$ cat src/rtl/counter_16bit.sv
// counter_16bit: photon-pulse counter.
// The asynchronous detector pulse `sig` is brought into the clk50Mhz domain
// through a SYNC_STAGES-deep flop chain. A history flop detects rising edges.
// Each detected edge advances a 16-bit count that either saturates at 0xFFFF
// or wraps to 0x0000, depending on SATURATE.
// `rst` clears every flop asynchronously. A `sig` level that is already high
// at release is therefore seen as one fresh rising edge.
module counter_16bit #(
  parameter int SYNC_STAGES = 2,   // must be >= 2
  parameter bit SATURATE    = 1'b1 // 1: hold at 0xFFFF, 0: wrap to 0x0000
) (
  input  logic        clk50Mhz,
  input  logic        rst,
  input  logic        sig,
  output logic [15:0] cnt
);

  // sync_q[0] is s1 (samples sig), sync_q[SYNC_STAGES-1] is sN
  logic [SYNC_STAGES-1:0] sync_q;
  logic                   sh;
  logic                   rise;
  logic [15:0]            cnt_next;

  // Synchronizer chain: shift the raw pulse toward sN
  always_ff @(posedge clk50Mhz or posedge rst) begin
    if (rst) begin
      sync_q <= '0;
    end else begin
      sync_q <= {sync_q[SYNC_STAGES-2:0], sig};
    end
  end

  // Edge history: remember last cycle's synchronized level
  always_ff @(posedge clk50Mhz or posedge rst) begin
    if (rst) begin
      sh <= 1'b0;
    end else begin
      sh <= sync_q[SYNC_STAGES-1];
    end
  end

  assign rise = sync_q[SYNC_STAGES-1] & ~sh;

  // Next count: +1 on a rising edge, honouring the overflow policy
  always_comb begin
    cnt_next = cnt;
    if (rise) begin
      if (SATURATE && (cnt == 16'hFFFF)) begin
        cnt_next = cnt;
      end else begin
        cnt_next = cnt + 16'd1;
      end
    end
  end

  // Count register, driven straight to the output
  always_ff @(posedge clk50Mhz or posedge rst) begin
    if (rst) begin
      cnt <= 16'h0000;
    end else begin
      cnt <= cnt_next;
    end
  end

endmodule

$ cat config.mk
export PLATFORM = sky130hd
export DESIGN_NAME = counter_16bit
export DESIGN_NICKNAME = d
export VERILOG_FILES = /design/src/rtl/counter_16bit.sv
export SDC_FILE = /design/constraint.sdc
export NUM_CORES = 1
export LEC_CHECK = 0
export BUFFER_PORTS_ARGS = -buffer_cell sky130_fd_sc_hd__buf_2
export CAP_MARGIN = 20
export CORE_ASPECT_RATIO = 1.2
export CORE_UTILIZATION = 45
export CTS_BUF_LIST = sky130_fd_sc_hd__clkbuf_8
export DETAILED_ROUTE_END_ITERATION = 6
export HOLD_SLACK_MARGIN = 0.08
export PLACE_DENSITY = 0.67
export SLEW_MARGIN = 20
export SYNTH_ARGS = -nofsm -noshare
export SYNTH_HDL_FRONTEND = slang
export SYNTH_SLANG_ARGS = --single-unit
$ cat constraint.sdc
create_clock -name clk50Mhz -period 2 [get_ports clk50Mhz]
set_input_delay 0.4 -clock clk50Mhz [delete_from_list [all_inputs] [get_ports clk50Mhz]]
set_output_delay 0.4 -clock clk50Mhz [all_outputs]
set_load 0.01 [all_outputs]
==> results of run 1 <==
[worst max-delay path, delay by kind of cell, from the launching register on]
| kind | cells | cell delay (ns) |
|---|---|---|
| fa+ha+maj | 1 | 0.22 |
| mux | 1 | 0.32 |
| flops | 1 | 0.42 |
| simple gates | 3 | 0.76 |
[cells in the final DEF, fill, tap and decap left out, types with 2 or more instances in the layout]
cell type                  synthesis  layout
sky130_fd_sc_hd__o21ai_0           2       2
sky130_fd_sc_hd__nor2_1            4       4
sky130_fd_sc_hd__inv_1             2       2
sky130_fd_sc_hd__nand3_1           4       4
sky130_fd_sc_hd__nand4_1           3       3
sky130_fd_sc_hd__buf_2             0      18
sky130_fd_sc_hd__buf_4             0       3
sky130_fd_sc_hd__a21oi_1           3       3
sky130_fd_sc_hd__nand4_4           2       2
sky130_fd_sc_hd__and3_1            2       2
sky130_fd_sc_hd__dfrtp_1          19      19
sky130_fd_sc_hd__nor3_1            5       5
sky130_fd_sc_hd__xor2_1           11      11
sky130_fd_sc_hd__clkbuf_8          0       3
sky130_fd_sc_hd__nand2_1           5       5
[cells by family after synthesis]
| logic type | count (synthesis) | share of synthesized area [%] |
|---|---|---|
| buffers and inverters | 2 | 0.799 |
| multiplexers | 2 | 2.80 |
| AND/OR/NAND/NOR | 39 | 31.6 |
| flip-flops | 19 | 50.6 |
| AO/OA/AOI/OAI | 5 | 2.66 |
| adder cells (fa/ha/maj) | 1 | 1.33 |
| XOR/XNOR | 11 | 10.3 |
[flip-flops by register name, summed over array words and instances (netlist names)]
name    cells
cnt        16
sync_q      2
sh          1
[layer usage]
layer  global-route usage [%]  share of wire (%)
met5                        0                  0
met4                     9.38               0.82
met3                     3.13                2.1
met2                     29.9                 49
met1                     23.3                 48
[path summary, 6_finish.rpt]
check / cells after the start / from / slack [ns] / to
max in group asynchronous: 2 / rst / 1.30 / cnt[15]$_DFFE_PP0P_
min in group clk50Mhz: 1 / sig / 0.24 / sync_q[0]$_DFF_PP0_
max reg2reg: 5 / cnt[0]$_DFFE_PP0P_ / 0.18 / cnt[12]$_DFFE_PP0P_
min reg2reg: 0 / sync_q[0]$_DFF_PP0_ / 0.36 / sync_q[1]$_DFF_PP0_
min: 2 / rst / 0.24 / cnt[10]$_DFFE_PP0P_
max: 5 / cnt[0]$_DFFE_PP0P_ / 0.18 / cnt[12]$_DFFE_PP0P_
[where the power goes]
part           total (mW)  leakage, nW  internal, mW  switching, mW
sequential          0.535        0.248         0.447         0.0881
combinational       0.226        0.335         0.111          0.116
clock               0.264       0.0255         0.138          0.125
total                1.02        0.608         0.696          0.329
[final cells by class]
cell class	instances	share of cell area [%]
repair buffers	21	10.0
flip-flops and latches	19	42.4
well taps	19	2.12
clock buffers	3	3.68
inverters	2	0.669
clock inverters	1	0.446
multi-input cells	58	40.7
[stage by stage]
step	setup WS, ns	hold slack, ns	util [%]
floorplan	0.138	0.331	-
global placement	0.237	0.346	56.8
detailed placement	0.170	0.337	56.8
CTS	0.175	0.242	59.3
global route	0.0896	0.241	59.3
finish	0.176	0.244	59.3
==> summary.md, run 1 <==
| Metric | Value |
|---|---|
| Clock latency on the worst-skew pair | between 0.2 and 0.3 ns |
| Number of flops mapped to enable cells by yosys | 0 |
| Remaining max-slew budget at the tightest pin | a little over half |
| CTS clock-pin slew for the worst setup and hold paths | 0.07 ns |
| Area occupied by multi-input gates | 457 sq um |
| Max-cap viol count | 0 |
| Drt initial violations | 7 |
| Final-report max-slew violation count | 0 |
| Number of global-route vias before repair | slightly below 700 |
| Number of antenna violations at the first check in global routing | 0 |
| Drt drc | 2 |
| # hold bufs at CTS | 0 |
| LEAKAGE | around 0.61 nW |
| Inserted Clock Buffers | 3 |
| Achievable Freq | approximately 550 MHz |
| First drt pass iteration count | 6 |
| Post-cts resize count | 0 |
| Largest area contributor in the synthesized netlist | sky130_fd_sc_hd__dfrtp_1 |
| Gp weighted congestion | around 0.72 |
| H-Tree Depth | 1 |
| Number of top-level design ports | 19 |
| Type of the worst setup path | reg2reg |
| Combined global-route utilization of all metal layers | 18.4% |
| Most instantiated library cell after synthesis | sky130_fd_sc_hd__dfrtp_1 |
| Clock skew | 0.00844 ns |
| Die H | 52.1 microns |
| Drt total wl | roughly 1700 microns |
| First-pass GRT wire length | roughly 3000 microns |
| Core box area | 1890 sq um |
| Clock Sink Count | 19 |
| Post-Syn Area per Cell | between 10 and 15 sq um |
| Sequential element share of the synthesized area | ~51% |
| Period minus WS final | roughly 1.8 ns |
| Post-layout total power | between 1 and 1.5 mW |
| Total of fill cells in the finished design | roughly 170 |
| WL/cell | ~14 microns |
| Number of distinct library cells after synthesis | 29 |
| Yosys top cell area share | between 50% and 60% |
| Fraction of final layout cells with drive strength greater than 1 | approximately 37% |
| Leading cell types by count after synthesis | 19 x sky130_fd_sc_hd__dfrtp_1, 11 x sky130_fd_sc_hd__xor2_1, 5 x sky130_fd_sc_hd__nand2_1, 5 x sky130_fd_sc_hd__nor3_1 |
| Unrepaired setup endpoints after global routing | false |
| Violations in the final reports | design-rule violations |
| Number of hold violations in the final report | 0 |
| Via count | between 600 and 700 |
| Required time reported for the critical path endpoint | ~2.2 ns |
| Cell Area, Placed | 1080 sq um |
| Setup violations, final | 0 |
| Area of the die | 2280 sq um |
| Buffer levels on the longest clock path | 2 |
| Detail Route Antenna Nets | 0 |
| Setup TNS | 0 ns |
| Count of buffers from port buffering | 18 |
| Die Width | 43.7 microns |
| Synth area leaders | sky130_fd_sc_hd__dfrtp_1 51%, sky130_fd_sc_hd__xor2_1 10%, sky130_fd_sc_hd__nand4_4 4.5% |
| Crit. End Element | flip-flop |
| Asr flop ratio synth | between 90% and 100% |
| Data arrival at the endpoint of the critical path | roughly 2.0 ns |
| Largest net degree at the start of global routing | 20 |
| Post-Synthesis Cells | 79 |
| Setup Buffers After CTS | 0 |
| Effective utilization at floorplan | 49.6% |
| Register area | around 480 sq um |
| DP Cell Count | 119 |
| Summed area of non-filler cells in the final layout | 1120 sq um |
| Antenna Cells | 0 |
| Synth Flop Type | sky130_fd_sc_hd__dfrtp_1 |
| Period Utilization, post-route | 91.2% |
| Kind of launch point of the worst setup path | flip-flop |
| Clock tree from TritonCTS | yes |
| Number of synthesized register bits | 19 |
| Number of synthesis warnings | 0 |
| Cell Rows | 17 |
| Status | complete, but fails checks |
| Standard cell with the maximum stage delay on the critical path | sky130_fd_sc_hd__or4b_4 |
| Syn Nets | 83 |
| PD cells | 913 nW/um^2 |
| CP max FO | 5 |
| CP Cell Sequence | ha_1 > nand3_2 > or4b_4 > nor2_2 > mux2_2 |
| Routed via count divided by cell count | approximately 5.5 |
| Maximum vdd ir drop | approximately 0.7 mV |
| Actual transition at the worst max-transition pin | slightly above 0.7 ns |
| CTS Root Buffer Type | sky130_fd_sc_hd__clkbuf_8 |
| Delay contributed by the slowest stage of the critical path | ~0.56 ns |
| DP Wirelength | around 1300 microns |
| Count of nets after finishing | between 100 and 150 |
| Non-filler cells in the finished layout | approximately 120 |
| Synthesized area | about 940 sq um |
| Hold crit path type | in2async |
| Total congestion overflow after global routing | 0 |
| Layout Area Growth over Synthesis | 19.4% |
Note: power is estimated with default switching activity, not from simulation.
==> run 2, diff against run 1 <==
ABC_AREA = 1   (was default)
CAP_MARGIN = 10   (was 20)
PLACE_DENSITY = 0.66   (was 0.67)
==> summary.md, run 2 <==
| Metric | Value |
|---|---|
| Area of the die | 2670 sq um (+17%) |
| Cell Rows | 19 (+2) |
| Clock latency on the worst-skew pair | 0.25 ns (about the same) |
| Routed via count divided by cell count | 4.88 (-11%) |
| Drt initial violations | 38 (+31) |
| Required time reported for the critical path endpoint | 2.15 ns (about the same) |
| Count of nets after finishing | 179 (+64%) |
| DP Wirelength | 1690 microns (+32%) |
| PD cells | 717 nW/um^2 (-21%) |
| Clock Sink Count | 19 (unchanged) |
| Number of synthesized register bits | 19 (unchanged) |
| Effective utilization at floorplan | 48.1% (-1.5 points) |
| Crit. End Element | flip-flop |
| Synth Flop Type | sky130_fd_sc_hd__dfrtp_1 |
| Leading cell types by count after synthesis | 68 x sky130_fd_sc_hd__nand2_1, 19 x sky130_fd_sc_hd__dfrtp_1, 15 x sky130_fd_sc_hd__nor2_1 |
| CP Buf/Inv Count | 2 (+2) |
| Period minus WS final | 1.72 ns (-0.103 ns) |
| Yosys top cell area share | 42.8% (-7.8 points) |
| Setup Buffers After CTS | 0 (unchanged) |
| Type of the worst setup path | reg2reg |
| Maximum vdd ir drop | 0.682 mV (-4.3%) |
| Period Utilization, post-route | 86.1% (-5.2 points) |
| Hold crit path type | in2async |
| Gp weighted congestion | 0.838 (+16%) |
| Syn Nets | 157 (+89%) |
| Max-cap viol count | 0 (unchanged) |
| DP Cell Count | 201 (+69%) |
| CP max FO | 12 (+7) |
| Number of hold violations in the final report | 0 (unchanged) |
| Achievable Freq | 581 MHz (+6.0%) |
| Number of distinct library cells after synthesis | 19 (-34%) |
| Count of buffers from port buffering | 18 (unchanged) |
| Largest net degree at the start of global routing | 20 (unchanged) |
| Inserted Clock Buffers | 3 (unchanged) |
| Final-report max-slew violation count | 0 (unchanged) |
| Leading cell type in the layout, fill and taps excluded | sky130_fd_sc_hd__nand2_1 |
| # hold bufs at CTS | 0 (unchanged) |
| Most instantiated library cell after synthesis | sky130_fd_sc_hd__nand2_1 |
| Remaining max-slew budget at the tightest pin | 52.5% (-0.28 points) |
| Core box area | 2310 sq um (+22%) |
| Detail Route Antenna Nets | 0 (unchanged) |
| WL/cell | 11.3 microns (-18%) |
| Number of synthesis warnings | 0 (unchanged) |
| Number of global-route vias before repair | 913 (+34%) |
| Largest area contributor in the synthesized netlist | sky130_fd_sc_hd__dfrtp_1 |
| Post-cts resize count | 0 (unchanged) |
| Drt drc | 0 (-2) |
| Unrepaired setup endpoints after global routing | false |
| Leading registers by flop count | cnt: 16 flops, sync_q: 2 flops, sh: 1 flops |
| Drt total wl | 2330 microns (+36%) |
| Final cell utilization of the core | 55.0% (-4.3 points) |
| Synth area leaders | sky130_fd_sc_hd__dfrtp_1 43%, sky130_fd_sc_hd__nand2_1 23%, sky130_fd_sc_hd__nor2_1 5.1% |
| Fraction of final layout cells with drive strength greater than 1 | 17.8% (-19 points) |
| CTS Root Buffer Type | sky130_fd_sc_hd__clkbuf_8 |
| Register with the most flip-flops | cnt |
| Setup violations, final | 0 (unchanged) |
| Combined global-route utilization of all metal layers | 20.7% (+2.3 points) |
| Setup TNS | 0 ns (unchanged) |
| Asr flop ratio synth | 100% (unchanged) |
| Standard cell with the maximum stage delay on the critical path | sky130_fd_sc_hd__dfrtp_1 |
| First-pass GRT wire length | 4040 microns (+34%) |
| Buffer levels on the longest clock path | 2 (unchanged) |
| Clock tree from TritonCTS | yes |
| Post-Syn Area per Cell | 7.25 sq um (-39%) |
| Antenna Cells | 0 (unchanged) |
| Number of top-level design ports | 19 (unchanged) |
| Sequential element share of the synthesized area | 42.8% (-7.8 points) |
| Layout Area Growth over Synthesis | 14.3% |
| Top cell family by delay on the critical path | flip-flops |
| Total congestion overflow after global routing | 0 (unchanged) |
| Delay contributed by the slowest stage of the critical path | 0.44 ns (-0.12 ns) |
| Post-Synthesis Cells | 153 (+94%) |
| Kind of launch point of the worst setup path | flip-flop |
| Total of fill cells in the finished design | 232 (+39%) |
| Most used cell along the critical path | sky130_fd_sc_hd__nand2_1 |
| Clock skew | 0.00294 ns (-0.00550 ns) |
| Number of flops mapped to enable cells by yosys | 0 (unchanged) |
| Via count | 1000 (+48%) |
| Die Width | 47.3 microns (+8.3%) |
| Flip-flop count of the largest register after layout | 16 (unchanged) |
| Commonest non-fill, non-tap cells in the layout | 68 x sky130_fd_sc_hd__nand2_1, 19 x sky130_fd_sc_hd__dfrtp_1, 18 x sky130_fd_sc_hd__buf_2 |
| H-Tree Depth | 1 (unchanged) |
| Actual transition at the worst max-transition pin | 0.711 ns (+0.00417 ns) |
| Synthesized area | 1110 sq um (+18%) |
| First drt pass iteration count | 4 (-2) |
| Data arrival at the endpoint of the critical path | 1.87 ns (-0.10 ns) |
| CTS clock-pin slew for the worst setup and hold paths | 0.07 ns (about the same) |
| LEAKAGE | 0.636 nW (+4.6%) |
| CP Cell Sequence | ha_1 > nand3_2 > clkinv_2 > nand2_4 > o21ai_4 > inv_2 > nand2_1 > nand2_1 |
| Number of antenna violations at the first check in global routing | 0 (unchanged) |
| Die H | 56.4 microns (+8.3%) |
| Status | finished clean |
| Non-filler cells in the finished layout | 205 (+67%) |
-- run 2: cell types whose count changed in the layout (fill, tap and decap cells not counted), sizes merged, moves of 3 or more --
cell / previous run / this run
nand3: 5 / 10
a21oi: 3 / 0
xor2: 11 / 1
xnor2: 0 / 6
nor3: 6 / 0
inv: 2 / 16
nor2: 5 / 18
nand2: 5 / 70
nor4: 3 / 0
-- run 2: layout make-up --
cell class	count	area (sq um)	area share, %
inverter	16	61.3	4.83
sequential	19	475	37.5
clock inverter	1	3.75	0.296
clock buffer	3	41.3	3.25
timing repair buffer	19	97.6	7.69
multi-input combinational	116	551	43.4
tap	31	38.8	3.06
-- run 2: worst paths after layout --
kind	from	to	slack, ns	cells after the start
max	cnt[0]$_DFFE_PP0P_	cnt[15]$_DFFE_PP0P_	0.28	8
min	rst	sync_q[1]$_DFF_PP0_	0.25	2
max reg2reg	cnt[0]$_DFFE_PP0P_	cnt[15]$_DFFE_PP0P_	0.28	8
min reg2reg	sync_q[0]$_DFF_PP0_	sync_q[1]$_DFF_PP0_	0.36	0
max in group asynchronous	rst	cnt[6]$_DFFE_PP0P_	1.30	2
min in group clk50Mhz	sig	sync_q[0]$_DFF_PP0_	0.25	1
-- run 2: metrics by stage --
step / setup WS, ns / hold WS (ns) / power [mW] / instance area, sq um
2_1_floorplan: 0.415 / 0.331 / 0.597 / 1110
3_3_place_gp: 0.364 / 0.336 / 0.658 / 1220
3_5_place_dp: 0.290 / 0.343 / 0.658 / 1220
4_1_cts: 0.278 / 0.245 / 0.921 / 1270
5_1_grt: 0.0968 / 0.238 / 0.963 / 1270
6_report: 0.279 / 0.248 / 0.910 / 1270
-- run 2: routing by layer --
| metal | wire length, microns | global-route usage, % | vias up |
|---|---|---|---|
| met4 | 47 | 8.98 | 0 |
| met2 | 1110 | 29.9 | 26 |
| met5 | 0 | 0 | - |
| met1 | 1070 | 30.1 | 449 |
| li1 | - | - | 518 |
| met3 | 96 | 2.89 | 7 |
-- run 2: report_power, final --
group	switching, mW	internal [mW]
logic	0.0933	0.0734
clock network	0.124	0.136
registers	0.0604	0.422
total	0.278	0.632
-- run 2: kinds of logic (layout without fill, tap and decap cells) --
family                     Yosys count  after routing  synth area share [%]
xor gates and xnor gates             7              7                  5.52
buffers and inverters               18             39                  7.55
adders and majority gates            1              1                  1.13
AOI/OAI and AO/OA                    4              4                  2.82
DFF                                 19             19                  42.8
and+or+nand+nor                    104            104                  40.1
==> run 3, diff against run 2 <==
CELL_PAD_IN_SITES_DETAIL_PLACEMENT = 2   (was default)
CELL_PAD_IN_SITES_GLOBAL_PLACEMENT = 2   (was default)
CORE_UTILIZATION = 32   (was 45)
PLACE_DENSITY = default   (was 0.66)
PLACE_DENSITY_LB_ADDON = 0.1   (was default)
==> summary.md, run 3 (synthesized netlist as in run 2, its figures left out) <==
| Metric | Value |
|---|---|
| Status | finished clean |
| Count of buffers from port buffering | 18 (unchanged) |
| Clock latency on the worst-skew pair | 0.26 ns (about the same) |
| Count of nets after finishing | 180 (+0.56%) |
| Period Utilization, post-route | 88.1% (+2.0 points) |
| Leading registers by flop count | cnt: 16 flops, sync_q: 2 flops, sh: 1 flops |
| Number of global-route vias before repair | 1234 (+35%) |
| LEAKAGE | 0.636 nW (about the same) |
| Reg-to-Reg Start | cnt[0]$_DFFE_PP0P_ |
| Clock Sink Count | 19 (unchanged) |
| Largest net degree at the start of global routing | 20 (unchanged) |
| Top cell family by delay on the critical path | flip-flops |
| Fraction of final layout cells with drive strength greater than 1 | 18.9% (+1.0 points) |
| Proportion of power drawn by combinational gates | 18.9% (+0.6 points) |
| Critical Path Source | cnt[0]$_DFFE_PP0P_ |
| WL/cell | 15.5 microns (+37%) |
| DP Wirelength | 2570 microns (+52%) |
| Detail Route Antenna Nets | 0 (unchanged) |
| Setup TNS | 0 ns (unchanged) |
| Max-cap viol count | 0 (unchanged) |
| Antenna Cells | 0 (unchanged) |
| Clock tree from TritonCTS | yes |
| Standard cell with the maximum stage delay on the critical path | sky130_fd_sc_hd__dfrtp_1 |
| Switching part of the total power | 32.7% (+2.2 points) |
| Kind of launch point of the worst setup path | flip-flop |
| Number of antenna violations at the first check in global routing | 0 (unchanged) |
| Post-cts resize count | 0 (unchanged) |
| Area of the die | 3710 sq um (+39%) |
| Total congestion overflow after global routing | 0 (unchanged) |
| First drt pass iteration count | 2 (-2) |
| Sw Pwr | 0.309 mW (+11%) |
| Cell-internal power | 0.637 mW (+0.74%) |
| Buffer levels on the longest clock path | 2 (unchanged) |
| # hold bufs at CTS | 0 (unchanged) |
| Die Width | 55.8 microns (+18%) |
| Register area | 475 sq um (unchanged) |
| Crit. End Element | flip-flop |
| PD cells | 735 nW/um^2 (+2.5%) |
| Die H | 66.5 microns (+18%) |
| Via count | 1072 (+7.2%) |
| Cell Rows | 23 (+4) |
| Period minus WS final | 1.76 ns (+0.0408 ns) |
| Data arrival at the endpoint of the critical path | 1.94 ns (+0.07 ns) |
| Required time reported for the critical path endpoint | 2.18 ns (+0.03 ns) |
| Combined global-route utilization of all metal layers | 20.7% (about the same) |
| Maximum vdd ir drop | 0.389 mV (-43%) |
| Drt total wl | 3290 microns (+42%) |
| Share of total power in the clock network | 29.6% (+1.0 points) |
| CP Cell Sequence | ha_1 > nand3_2 > clkinv_2 > nand2_4 > o21ai_4 > buf_4 > nand2_1 > o21ai_0 |
| Core box area | 3340 sq um (+45%) |
| Clock skew | 0.00429 ns (+0.00135 ns) |
| Area occupied by multi-input gates | 551 sq um (unchanged) |
| First-pass GRT wire length | 5890 microns (+46%) |
| Part of the power in registers | 51.5% (-1.5 points) |
| Hold crit path type | in2async |
| Number of hold violations in the final report | 0 (unchanged) |
| CP Buf/Inv Count | 2 (unchanged) |
| Routed via count divided by cell count | 5.06 (+3.7%) |
| Leading cell type in the layout, fill and taps excluded | sky130_fd_sc_hd__nand2_1 |
| Flip-flop count of the largest register after layout | 16 (unchanged) |
| Setup violations, final | 0 (unchanged) |
| Register with the most flip-flops | cnt |
| Effective utilization at floorplan | 33.2% (-15 points) |
| Number of top-level design ports | 19 (unchanged) |
| Delay contributed by the slowest stage of the critical path | 0.46 ns (+0.02 ns) |
| Total of fill cells in the finished design | 408 (+76%) |
| Drt initial violations | 24 (-37%) |
| Post-layout total power | 0.946 mW (+4.0%) |
| Actual transition at the worst max-transition pin | 0.431 ns (-0.280 ns) |
| CTS Root Buffer Type | sky130_fd_sc_hd__clkbuf_8 |
| Drt drc | 0 (unchanged) |
| Remaining max-slew budget at the tightest pin | 71.1% (+19 points) |
| CTS clock-pin slew for the worst setup and hold paths | 0.08 ns (about the same) |
| H-Tree Depth | 1 (unchanged) |
| Unrepaired setup endpoints after global routing | false |
| Final-report max-slew violation count | 0 (unchanged) |
| Commonest non-fill, non-tap cells in the layout | 68 x sky130_fd_sc_hd__nand2_1, 19 x sky130_fd_sc_hd__dfrtp_1, 18 x sky130_fd_sc_hd__buf_2 |
| CP max FO | 10 (-2) |
| Gp weighted congestion | 0.796 (-5.1%) |
| Achievable Freq | 568 MHz (-2.3%) |
| Layout Area Growth over Synthesis | 16.0% |
| Setup Buffers After CTS | 0 (unchanged) |
| Inserted Clock Buffers | 3 (unchanged) |
| Type of the worst setup path | reg2reg |
==> run 3: cell types whose count changed in the layout (fill, tap and decap cells not counted) <==
| cell | delta |
|---|---|
| sky130_fd_sc_hd__buf_4 | +1 |
| sky130_fd_sc_hd__clkinvlp_4 | +1 |
| sky130_fd_sc_hd__inv_1 | -1 |
==> run 3: worst reg2reg max path, delay by kind of cell (launching register included) <==
| family | cells | cell delay (ns) |
|---|---|---|
| AO/OA/AOI/OAI | 2 | 0.33 |
| adder cells (fa/ha/maj) | 1 | 0.30 |
| AND/OR/NAND/NOR | 3 | 0.27 |
| buffers and inverters | 2 | 0.32 |
| flip-flops | 1 | 0.46 |
==> run 3: path summary, 6_finish.rpt <==
| path | cells past startpoint | end | slack [ns] |
|---|---|---|---|
| setup / recovery | 8 | cnt[2]$_DFFE_PP0P_ | 0.24 |
| hold / removal | 3 | cnt[3]$_DFFE_PP0P_ | 0.15 |
| setup reg to reg | 8 | cnt[2]$_DFFE_PP0P_ | 0.24 |
| hold reg to reg | 0 | sync_q[1]$_DFF_PP0_ | 0.36 |
| max in group asynchronous | 3 | cnt[15]$_DFFE_PP0P_ | 1.63 |
| min in group clk50Mhz | 1 | sync_q[0]$_DFF_PP0_ | 0.24 |
==> run 3: per-stage QoR <==
| stage | area (sq um) | hold slack [ns] | util (%) | instances | setup WS, ns |
|---|---|---|---|---|---|
| after floorplan | 1110 | 0.331 | - | 153 | 0.415 |
| after global placement | 1240 | 0.338 | 37.1 | 208 | 0.347 |
| after detailed placement | 1240 | 0.344 | 37.1 | 208 | 0.202 |
| after CTS | 1290 | 0.160 | 38.6 | 212 | 0.200 |
| after global routing | 1290 | 0.168 | 38.6 | 212 | 0.0628 |
| final | 1290 | 0.154 | 38.6 | 212 | 0.238 |
==> run 3: per-layer routing <==
layer / vias to the layer above / track usage (%) / wire (microns) / share of wire, %
li1: 518 / - / - / -
met2: 13 / 39.8 / 1810 / 55
met1: 537 / 24.3 / 1400 / 42
met4: 0 / 5.63 / 32 / 0.97
met5: - / 0 / 0 / 0
met3: 4 / 2.33 / 57 / 1.7
==> run 3: layout make-up <==
type | instances | area share [%]
Inverter | 16 | 4.76
Multi-Input combinational cell | 116 | 42.8
Tap cell | 37 | 3.60
Timing Repair Buffer | 20 | 8.16
Clock inverter | 1 | 0.583
Sequential cell | 19 | 36.9
Clock buffer | 3 | 3.21
==> run 3: power by group through the flow <==
stage | Combinational, mW | Sequential [mW] | Clock, mW
5_1_grt | 0.204 | 0.498 | 0.312
4_1_cts | 0.185 | 0.487 | 0.298
3_3_place_gp | 0.176 | 0.490 | 0
2_1_floorplan | 0.0987 | 0.499 | 0
6_report | 0.179 | 0.487 | 0.280
3_5_place_dp | 0.182 | 0.496 | 0
